[src/rtl/pattern_pkg.sv]
// Constants shared by the serial pattern detector and the match LED controller.
package pattern_pkg;

    localparam int unsigned HOLD_CYCLES_DEF = 100_000_000;
    localparam int unsigned CNT_W_DEF       = 8;

    localparam int unsigned DET_PAT_LEN = 7;
    localparam logic [DET_PAT_LEN-1:0] DET_PATTERN = 7'b1010111;

    localparam logic ST_IDLE = 1'b0;
    localparam logic ST_HOLD = 1'b1;

    typedef enum logic {
        StIdle = ST_IDLE,
        StHold = ST_HOLD
    } led_state_e;

endpackage

[src/rtl/hold_timer.sv]
// Loadable down-counter for the LED hold time; zero flags an expired hold.
module hold_timer #(
    parameter int unsigned W = 8
) (
    input  logic         clk,
    input  logic         reset,
    input  logic         clear,
    input  logic         load,
    input  logic [W-1:0] load_val,
    input  logic         dec,
    output logic         zero
);

    logic [W-1:0] cnt_q;

    always_ff @(posedge clk or negedge reset) begin
        if (!reset) begin
            cnt_q <= '0;
        end else if (clear) begin
            cnt_q <= '0;
        end else if (load) begin
            cnt_q <= load_val;
        end else if (dec && (cnt_q != '0)) begin
            cnt_q <= cnt_q - W'(1);
        end
    end

    assign zero = (cnt_q == '0);

endmodule

[src/rtl/match_led_ctrl.sv]
// Registers the detector match pulse, counts match events and holds an LED per event.
// Define MATCH_CNT_SAT_EN to make match_cnt saturate instead of wrapping.
module match_led_ctrl
    import pattern_pkg::*;
#(
    parameter int unsigned HOLD_CYCLES = HOLD_CYCLES_DEF,
    parameter int unsigned CNT_W       = CNT_W_DEF
) (
    input  logic             clk,
    input  logic             reset,
    input  logic             match_in,
    input  logic             clear,
    output logic             led,
    output logic [CNT_W-1:0] match_cnt,
    output logic             seen
);

    localparam int unsigned HOLD_W = $clog2(HOLD_CYCLES) + 1;
    localparam logic [HOLD_W-1:0] HOLD_RELOAD = HOLD_W'(HOLD_CYCLES - 1);

    logic match_q, match_d;
    logic match_evt;

    led_state_e       state_q, state_d;
    logic             led_q, led_d;
    logic [CNT_W-1:0] cnt_q, cnt_d, cnt_inc;
    logic             seen_q, seen_d;

    logic tmr_load, tmr_dec, tmr_clear, tmr_zero;

    // Two flops isolate the possibly combinational match_in from everything else.
    always_ff @(posedge clk or negedge reset) begin
        if (!reset) begin
            match_q <= 1'b0;
            match_d <= 1'b0;
        end else begin
            match_q <= match_in;
            match_d <= match_q;
        end
    end

    assign match_evt = match_q & ~match_d;

`ifdef MATCH_CNT_SAT_EN
    assign cnt_inc = (cnt_q == {CNT_W{1'b1}}) ? cnt_q : cnt_q + CNT_W'(1);
`else
    assign cnt_inc = cnt_q + CNT_W'(1);
`endif

    hold_timer #(
        .W (HOLD_W)
    ) u_hold_timer (
        .clk      (clk),
        .reset    (reset),
        .clear    (tmr_clear),
        .load     (tmr_load),
        .load_val (HOLD_RELOAD),
        .dec      (tmr_dec),
        .zero     (tmr_zero)
    );

    always_comb begin
        state_d   = state_q;
        led_d     = led_q;
        cnt_d     = cnt_q;
        seen_d    = seen_q;
        tmr_load  = 1'b0;
        tmr_dec   = 1'b0;
        tmr_clear = 1'b0;

        if (clear) begin
            // A same-cycle event is dropped entirely.
            state_d   = StIdle;
            led_d     = 1'b0;
            cnt_d     = '0;
            seen_d    = 1'b0;
            tmr_clear = 1'b1;
        end else begin
            if (match_evt) begin
                cnt_d  = cnt_inc;
                seen_d = 1'b1;
            end
            case (state_q)
                StIdle: begin
                    led_d = 1'b0;
                    if (match_evt) begin
                        state_d  = StHold;
                        led_d    = 1'b1;
                        tmr_load = 1'b1;
                    end
                end
                StHold: begin
                    led_d = 1'b1;
                    if (match_evt) begin
                        tmr_load = 1'b1;
                    end else if (tmr_zero) begin
                        state_d = StIdle;
                        led_d   = 1'b0;
                    end else begin
                        tmr_dec = 1'b1;
                    end
                end
                default: begin
                    state_d = StIdle;
                    led_d   = 1'b0;
                end
            endcase
        end
    end

    always_ff @(posedge clk or negedge reset) begin
        if (!reset) begin
            state_q <= StIdle;
            led_q   <= 1'b0;
            cnt_q   <= '0;
            seen_q  <= 1'b0;
        end else begin
            state_q <= state_d;
            led_q   <= led_d;
            cnt_q   <= cnt_d;
            seen_q  <= seen_d;
        end
    end

    assign led       = led_q;
    assign match_cnt = cnt_q;
    assign seen      = seen_q;

endmodule

[config.mk]
export PLATFORM = sky130hd
export DESIGN_NAME = match_led_ctrl
export DESIGN_NICKNAME = d
export VERILOG_FILES = /design/src/rtl/pattern_pkg.sv /design/src/rtl/hold_timer.sv /design/src/rtl/match_led_ctrl.sv
export SDC_FILE = /design/constraint.sdc
export NUM_CORES = 1
export LEC_CHECK = 0
export BUFFER_PORTS_ARGS = -buffer_cell sky130_fd_sc_hd__buf_4
export CORE_ASPECT_RATIO = 1.4
export CORE_UTILIZATION = 35
export CTS_CLUSTER_SIZE = 8
export DETAILED_ROUTE_END_ITERATION = 10
export PLACE_DENSITY = 0.54
export SYNTH_ARGS = -nofsm -noshare
export SYNTH_HDL_FRONTEND = slang
export SYNTH_SLANG_ARGS = --single-unit
[constraint.sdc]
create_clock -name clk -period 3.1 [get_ports clk]
set_clock_uncertainty 0.15 [all_clocks]
set_input_delay 0.155 -clock clk [delete_from_list [all_inputs] [get_ports clk]]
set_output_delay 0.155 -clock clk [all_outputs]
set_load 0.02 [all_outputs]
==> key figures, run 1 <==
Run status
  – Status: complete, no violations

Setup path
  – Critical Path Sink Type: flop
  – Top Family by Delay on Critical Path: simple AND/OR/NAND/NOR gates
  – Critical path class: reg2reg
  – Max FO, Critical Path: 15
  – Critical Path Most Common Cell: or4_1
  – Reg2reg start: u_hold_timer.cnt_q[12]
  – R2R depth: 5
  – Flop2flop setup slack: around 0.34 ns
  – Worst r2r dst: u_hold_timer.cnt_q[25]
  – Crit start category: flop
  – CP cell instances: or4_1 > or2_1 > nand4bb_1 > or4_1 > a21oi_1
  – WP buf/inv: 0
  – Arr. time, crit path: 2.81 ns
  – Slowest CP cell: or4_1
  – Max incr delay on CP: ~0.52 ns
  – CP Launch Point: u_hold_timer.cnt_q[12]
  – CP required: 3.15 ns

Synthesis
  – Largest family of logic cells by synthesized area: simple AND/OR/NAND/NOR gates
  – Unique cell type count in the Yosys netlist: 47
  – Synth Warn #: 0
  – Avg Cell Area, Syn: 9.73 um2
  – Fraction of synthesized area in multiplexers: 0
  – Synth Area in XOR/XNOR: 0.0391
  – Number of synthesized flops with an enable pin: 0
  – Post-Syn Area: 2240 um2
  – Yosys reg bits: 40
  – Most used DFF post-synth: dfrtp_1
  – Seq/Total Area, Yosys: 0.447
  – Compound-Gate Fraction of Synth Area: 0.208
  – Synthesized-area fraction occupied by adder cells: 0.0168
  – Post-Synth Simple-Gate Area: 0.253
  – Cells after Synth: 230
  – Async SR Flop Fraction: 1.00
  – Syn nets: approximately 240

GRT
  – Largest net degree at the start of global routing: 41
  – First-pass GRT wire length: 9430 um
  – Number of global-route vias before repair: 1879
  – Antenna violations before repair: 0
  – Congestion Overflow GR: 0
  – GRT Overall Usage: 0.176

Clock network
  – TritonCTS buffer count: 5
  – Postcts setup bufs: 0
  – Clock transition at path regs: 0.08 ns
  – CTS max path bufs: 2
  – Worst-Skew Late Latency: between 0.2 and 0.3 ns
  – CTS sink cnt: 40
  – CTS tree: built
  – Htree depth: 2
  – Root buf cell: clkbuf_8

Placement
  – Post-DP HPWL: 3620 um
  – RD Place Congestion: 0.787
  – Dpl ws: 0.347 ns
  – PortBufs: 13
  – Area post-placement: 2400 um2

Power
  – Tot Pwr: roughly 1.4 mW
  – Max VDD drop: 0.000251 V
  – PwrDens: 539 nW/um2
  – P_leak: 1.10 nW

Floorplan
  – Initial core utilization: 0.360
  – Die area: 6720 um2
  – Num rows: 34
  – Core area: roughly 6200 um2
  – Chip Height: 96.6 um
  – DIE WIDTH: roughly 70 um
  – I/O Pins: 14

Timing
  – Fin. Hold Viols: 0
  – Slew @ Worst Pin: between 0.6 and 0.7 ns
  – Post-route setup TNS: 0 ns
  – Fmax: approximately 0.36 GHz
  – Final count of pins violating max slew: 0
  – Worst rel slew slack: 0.536
  – Period utilization: 0.889
  – Fin crit period: 2.76 ns
  – Setup violators final: 0
  – Final WS setup: 0.343 ns
  – Unrepaired setup endpoints after global routing: false

Cells and area
  – FF+latch area: 1000 um2
  – Layout cell share with drive strength beyond 1: 0.150
  – Final core occ: 0.407
  – Ant. Diodes: 0
  – Finished Cell Area: 2520 um2
  – # fillers: 624
  – Nets: roughly 250
  – Multi-input gate area: 1160 um2
  – Synth-to-layout area growth: 12.8%

Route
  – Drt drc: 0
  – Antenna-violating nets left: 0
  – DR vias: roughly 1900
  – Met2 WL post-DR: 2740 um
  – Wirelength per Cell: between 15 and 20 um
  – Wl on met1: approximately 2400 um
  – Detail-routed via count per cell: 5.83
  – DR iter-0 viols: 118
  – Metal3 WL: 129 um
  – Top routing layer in use: met4
  – Routed wire length: about 5400 um
  – TritonRoute pass-1 iters: 4

Run
  – Maxcap violations: 0

Hold path
  – Hold Crit Depth: 2
  – Worst Hold End: u_hold_timer.cnt_q[21]
  – Worst min path class: in2reg
  – Hold wc startpoint: clear
## cells in the final DEF, fill, tap and decap left out, drive strengths merged, types with 4 or more instances in the layout
cell,count
or4,6
buf,19
a211o,6
o21ai,13
xor2,7
clkbuf,6
or3,11
a31oi,5
nor4,6
nand3,6
o31ai,9
dfrtp,40
a21o,6
nor2,20
nand2b,7
o22ai,8
nor3,9
a21oi,13
nand2,11
nand4,4
## repair_timing
item	in CTS	in global routing
hold buffers	2	0
gates resized for setup	0	0
endpoints found under the hold margin	41	0
## Yosys cell counts, drive strengths merged (2+ instances only)
library cell  count  area share
nor2             20       0.034
nand4             4       0.018
o22ai             8       0.022
a21o              6       0.020
and3              2      0.0056
xnor2             3       0.012
nand2b            7       0.020
buf               6       0.021
or3              11       0.031
a31oi             5       0.014
nand2            11       0.018
ha                3       0.017
xor2              7       0.027
a211o             6       0.023
nor2b             2      0.0056
nor4              6       0.026
a21oi            13       0.029
nand3             6       0.013
or4               6       0.021
dfrtp            40        0.45
nor3              9       0.020
inv               2      0.0034
o31ai             9       0.042
nor3b             3       0.010
o41ai             2      0.0078
o21ai            13       0.029
clkbuf            7       0.012
## metrics by stage
stage,hold slack [ns],std cells
3_5_place_dp,0.0293,308
3_3_place_gp,0.0265,308
4_1_cts,0.0635,318
6_report,0.0537,318
2_1_floorplan,-0.291,230
5_1_grt,0.0818,318
## sequential cells by signal (all words and copies together) (netlist names)
name / cells
match_d: 1
match_cnt: 8
led: 1
match_q: 1
seen: 1
u_hold_timer.cnt_q: 28
## worst max path at each step
stage	cells after the start	slack [ns]	end
after floorplan	7	0.74	u_hold_timer.cnt_q[16]
after global placement	5	0.41	u_hold_timer.cnt_q[27]
after detailed placement	5	0.35	u_hold_timer.cnt_q[27]
after CTS	5	0.31	u_hold_timer.cnt_q[25]
after global routing	5	0.11	u_hold_timer.cnt_q[27]
final	5	0.34	u_hold_timer.cnt_q[25]
## per-layer routing
| layer | track usage | vias up |
|---|---|---|
| met5 | 0 | - |
| met1 | 0.218 | 929 |
| li1 | - | 889 |
| met2 | 0.296 | 29 |
| met3 | 0.0323 | 8 |
| met4 | 0.0754 | 0 |
## cells by family after synthesis
kind of cell | count (synthesis)
compound gates | 67
simple gates | 95
fa+ha+maj | 3
flops | 40
buf+inv | 15
xor+xnor | 10
## cell type report
class                      count  share of cell area
multi-input combinational    175               0.458
clock buffer                   6              0.0287
tap                           72              0.0357
inverter                       2             0.00297
sequential                    40               0.396
clock inverter                 2              0.0139
timing repair buffer          21              0.0644
## report_power, final
part | internal, mW | switching (mW)
sequential | 0.558 | 0.0556
clock | 0.239 | 0.186
combinational | 0.131 | 0.191
(Power assumes the default switching activity.)
==> run 2, diff against run 1 <==
BUFFER_PORTS_ARGS = -buffer_cell sky130_fd_sc_hd__buf_2   (was -buffer_cell sky130_fd_sc_hd__buf_4)
PLACE_DENSITY = 0.51   (was 0.54)
==> key figures, run 2 (synthesized netlist as in run 1, its figures left out) <==
Setup path
  – Flop2flop setup slack: 0.36 ns (was 0.34 ns)
  – Worst r2r dst: u_hold_timer.cnt_q[2] (was u_hold_timer.cnt_q[25])
  – Max FO, Critical Path: 11 (was 15)
  – Arr. time, crit path: 2.77 ns (was 2.81 ns)
  – Critical Path Sink Type: flop (unchanged)
  – Critical path class: reg2reg (unchanged)
  – WP buf/inv: 2 (was 0)
  – Crit start category: flop (unchanged)
  – Reg2reg start: u_hold_timer.cnt_q[0] (was u_hold_timer.cnt_q[12])
  – R2R depth: 8 (was 5)
  – Top Family by Delay on Critical Path: compound AO/OA/AOI/OAI gates (was simple AND/OR/NAND/NOR gates)
  – Max incr delay on CP: 0.44 ns (was 0.52 ns)
  – CP cell instances: inv_1 > ha_1 > nor4b_1 > nand4_4 > o31ai_4 > buf_4 > o22ai_1 > a211o_1 (was or4_1 > or2_1 > nand4bb_1 > or4_1 > a21oi_1)
  – Slowest CP cell: dfrtp_1 (was or4_1)
  – CP required: 3.13 ns (was 3.15 ns)

Timing
  – Worst rel slew slack: 0.376 (was 0.536)
  – Slew @ Worst Pin: 0.935 ns (was 0.696 ns)
  – Period utilization: 0.882 (was 0.889)
  – Fin. Hold Viols: 0 (unchanged)
  – Unrepaired setup endpoints after global routing: false (unchanged)
  – Final hold slack: 0.0603 ns (was 0.0537 ns)
  – Fmax: 0.366 GHz (was 0.363 GHz)
  – Post-route setup TNS: 0 ns (unchanged)
  – Setup violators final: 0 (unchanged)
  – Fin crit period: 2.74 ns (was 2.76 ns)
  – Final count of pins violating max slew: 0 (unchanged)

GRT
  – First-pass GRT wire length: 9470 um (was 9430 um)
  – GRT Overall Usage: 0.179 (was 0.176)
  – Antenna violations before repair: 0 (unchanged)
  – Number of global-route vias before repair: 1851 (was 1879)
  – Congestion Overflow GR: 0 (unchanged)
  – Largest net degree at the start of global routing: 41 (unchanged)

Cells and area
  – Synth-to-layout area growth: 12.5% (was 12.8%)
  – # fillers: 629 (was 624)
  – Nets: 259 (was 252)
  – Post-Layout Cell Count: 324 (was 318)
  – Commonest non-fill, non-tap cell in the layout: dfrtp_1 (unchanged)
  – Layout cell share with drive strength beyond 1: 0.175 (was 0.150)
  – Max FFs per register: 28 (unchanged)
  – Commonest non-fill, non-tap cells in the layout: 40 x dfrtp_1, 20 x nor2_1 (was 40 x dfrtp_1, 20 x nor2_1, 19 x buf_4)
  – Final core occ: 0.406 (was 0.407)
  – Ant. Diodes: 0 (unchanged)
  – Reg with most FFs: u_hold_timer.cnt_q (unchanged)

Clock network
  – CTS max path bufs: 2 (unchanged)
  – Clock transition at path regs: 0.08 ns (about the same)
  – CTS tree: built (unchanged)
  – Post_cts resized: 0 (unchanged)
  – TritonCTS buffer count: 5 (unchanged)
  – Root buf cell: clkbuf_8 (unchanged)
  – Htree depth: 2 (unchanged)
  – CTS sink cnt: 40 (unchanged)
  – Worst-Skew Late Latency: 0.30 ns (was 0.29 ns)

Power
  – PwrDens: 512 nW/um2 (was 539 nW/um2)
  – Power Internal: 0.850 mW (was 0.928 mW)
  – P_leak: 1.12 nW (was 1.10 nW)
  – P_sw: 0.440 mW (was 0.432 mW)
  – Flop pwr share: 0.475 (was 0.451)
  – Gate power share: 0.260 (was 0.236)
  – Switching Share: 0.341 (was 0.318)
  – Max VDD drop: 0.000263 V (was 0.000251 V)
  – Clk network pwr share: 0.265 (was 0.313)

Run
  – Maxcap violations: 0 (unchanged)

Floorplan
  – DIE WIDTH: 69.6 um (unchanged)
  – I/O Pins: 14 (unchanged)
  – Core area: 6210 um2 (unchanged)
  – Die area: 6720 um2 (unchanged)
  – Chip Height: 96.6 um (unchanged)
  – Initial core utilization: 0.360 (unchanged)
  – Num rows: 34 (unchanged)

Hold path
  – Hold wc startpoint: clear (unchanged)
  – Worst min path class: in2reg (unchanged)
  – Worst Hold End: match_cnt[7] (was u_hold_timer.cnt_q[21])
  – Hold Crit Depth: 2 (unchanged)

Placement
  – Post-DP HPWL: 3830 um (was 3620 um)
  – Placed cell count: 315 (was 308)
  – PortBufs: 13 (unchanged)
  – RD Place Congestion: 0.790 (was 0.787)

Run status
  – Status: complete, no violations (unchanged)

Route
  – Wirelength per Cell: 17.4 um (was 17.0 um)
  – DR vias: 1876 (was 1855)
  – Drt drc: 0 (unchanged)
  – Detail-routed via count per cell: 5.79 (was 5.83)
  – TritonRoute pass-1 iters: 4 (unchanged)
  – DR iter-0 viols: 78 (was 118)
  – Routed wire length: 5630 um (was 5390 um)
  – Antenna-violating nets left: 0 (unchanged)
-- run 2: area by class of cell --
type | count | area [um2] | share of cell area
Tap cell | 72 | 90.1 | 0.0358
Multi-Input combinational cell | 175 | 1160 | 0.459
Clock inverter | 2 | 12.5 | 0.00497
Timing Repair Buffer | 28 | 183 | 0.0725
Inverter | 2 | 7.51 | 0.00298
Clock buffer | 5 | 68.8 | 0.0273
Sequential cell | 40 | 1000 | 0.397
-- run 2: power groups by stage --
stage / clock [mW] / combinational, mW / sequential [mW]
global route: 0.375 / 0.377 / 0.619
CTS: 0.357 / 0.337 / 0.611
global placement: 0 / 0.331 / 0.621
detailed placement: 0 / 0.334 / 0.621
finish: 0.342 / 0.335 / 0.613
floorplan: 0 / 0.237 / 0.613
-- run 2: worst max path at each step --
stage                                 from                      to  slack, ns  depth (start not counted)
floorplan           u_hold_timer.cnt_q[12]  u_hold_timer.cnt_q[16]       0.74                          7
global placement     u_hold_timer.cnt_q[0]   u_hold_timer.cnt_q[2]       0.44                          8
detailed placement   u_hold_timer.cnt_q[0]  u_hold_timer.cnt_q[15]       0.40                          8
CTS                  u_hold_timer.cnt_q[0]  u_hold_timer.cnt_q[15]       0.38                          8
global route        u_hold_timer.cnt_q[12]  u_hold_timer.cnt_q[27]       0.24                          5
finish               u_hold_timer.cnt_q[0]   u_hold_timer.cnt_q[2]       0.36                          8
-- run 2: repair_timing --
action / CTS / global route
hold buffers: 2 / 0
hold endpoints to repair: 41 / 0
setup buffers: 0 / 0
-- run 2: layer usage --
layer / up-vias / share of wire / GRT usage
li1: 905 / - / -
met1: 915 / 0.44 / 0.218
met2: 45 / 0.50 / 0.306
met3: 11 / 0.037 / 0.0354
met4: 0 / 0.024 / 0.0691
met5: - / 0 / 0
-- run 2: metrics by stage --
step	area, um2	total power, mW	setup slack, ns
after floorplan	2240	0.850	0.736
after global placement	2420	0.952	0.441
after detailed placement	2420	0.955	0.400
after CTS	2520	1.31	0.376
after global routing	2520	1.37	0.235
final	2520	1.29	0.364
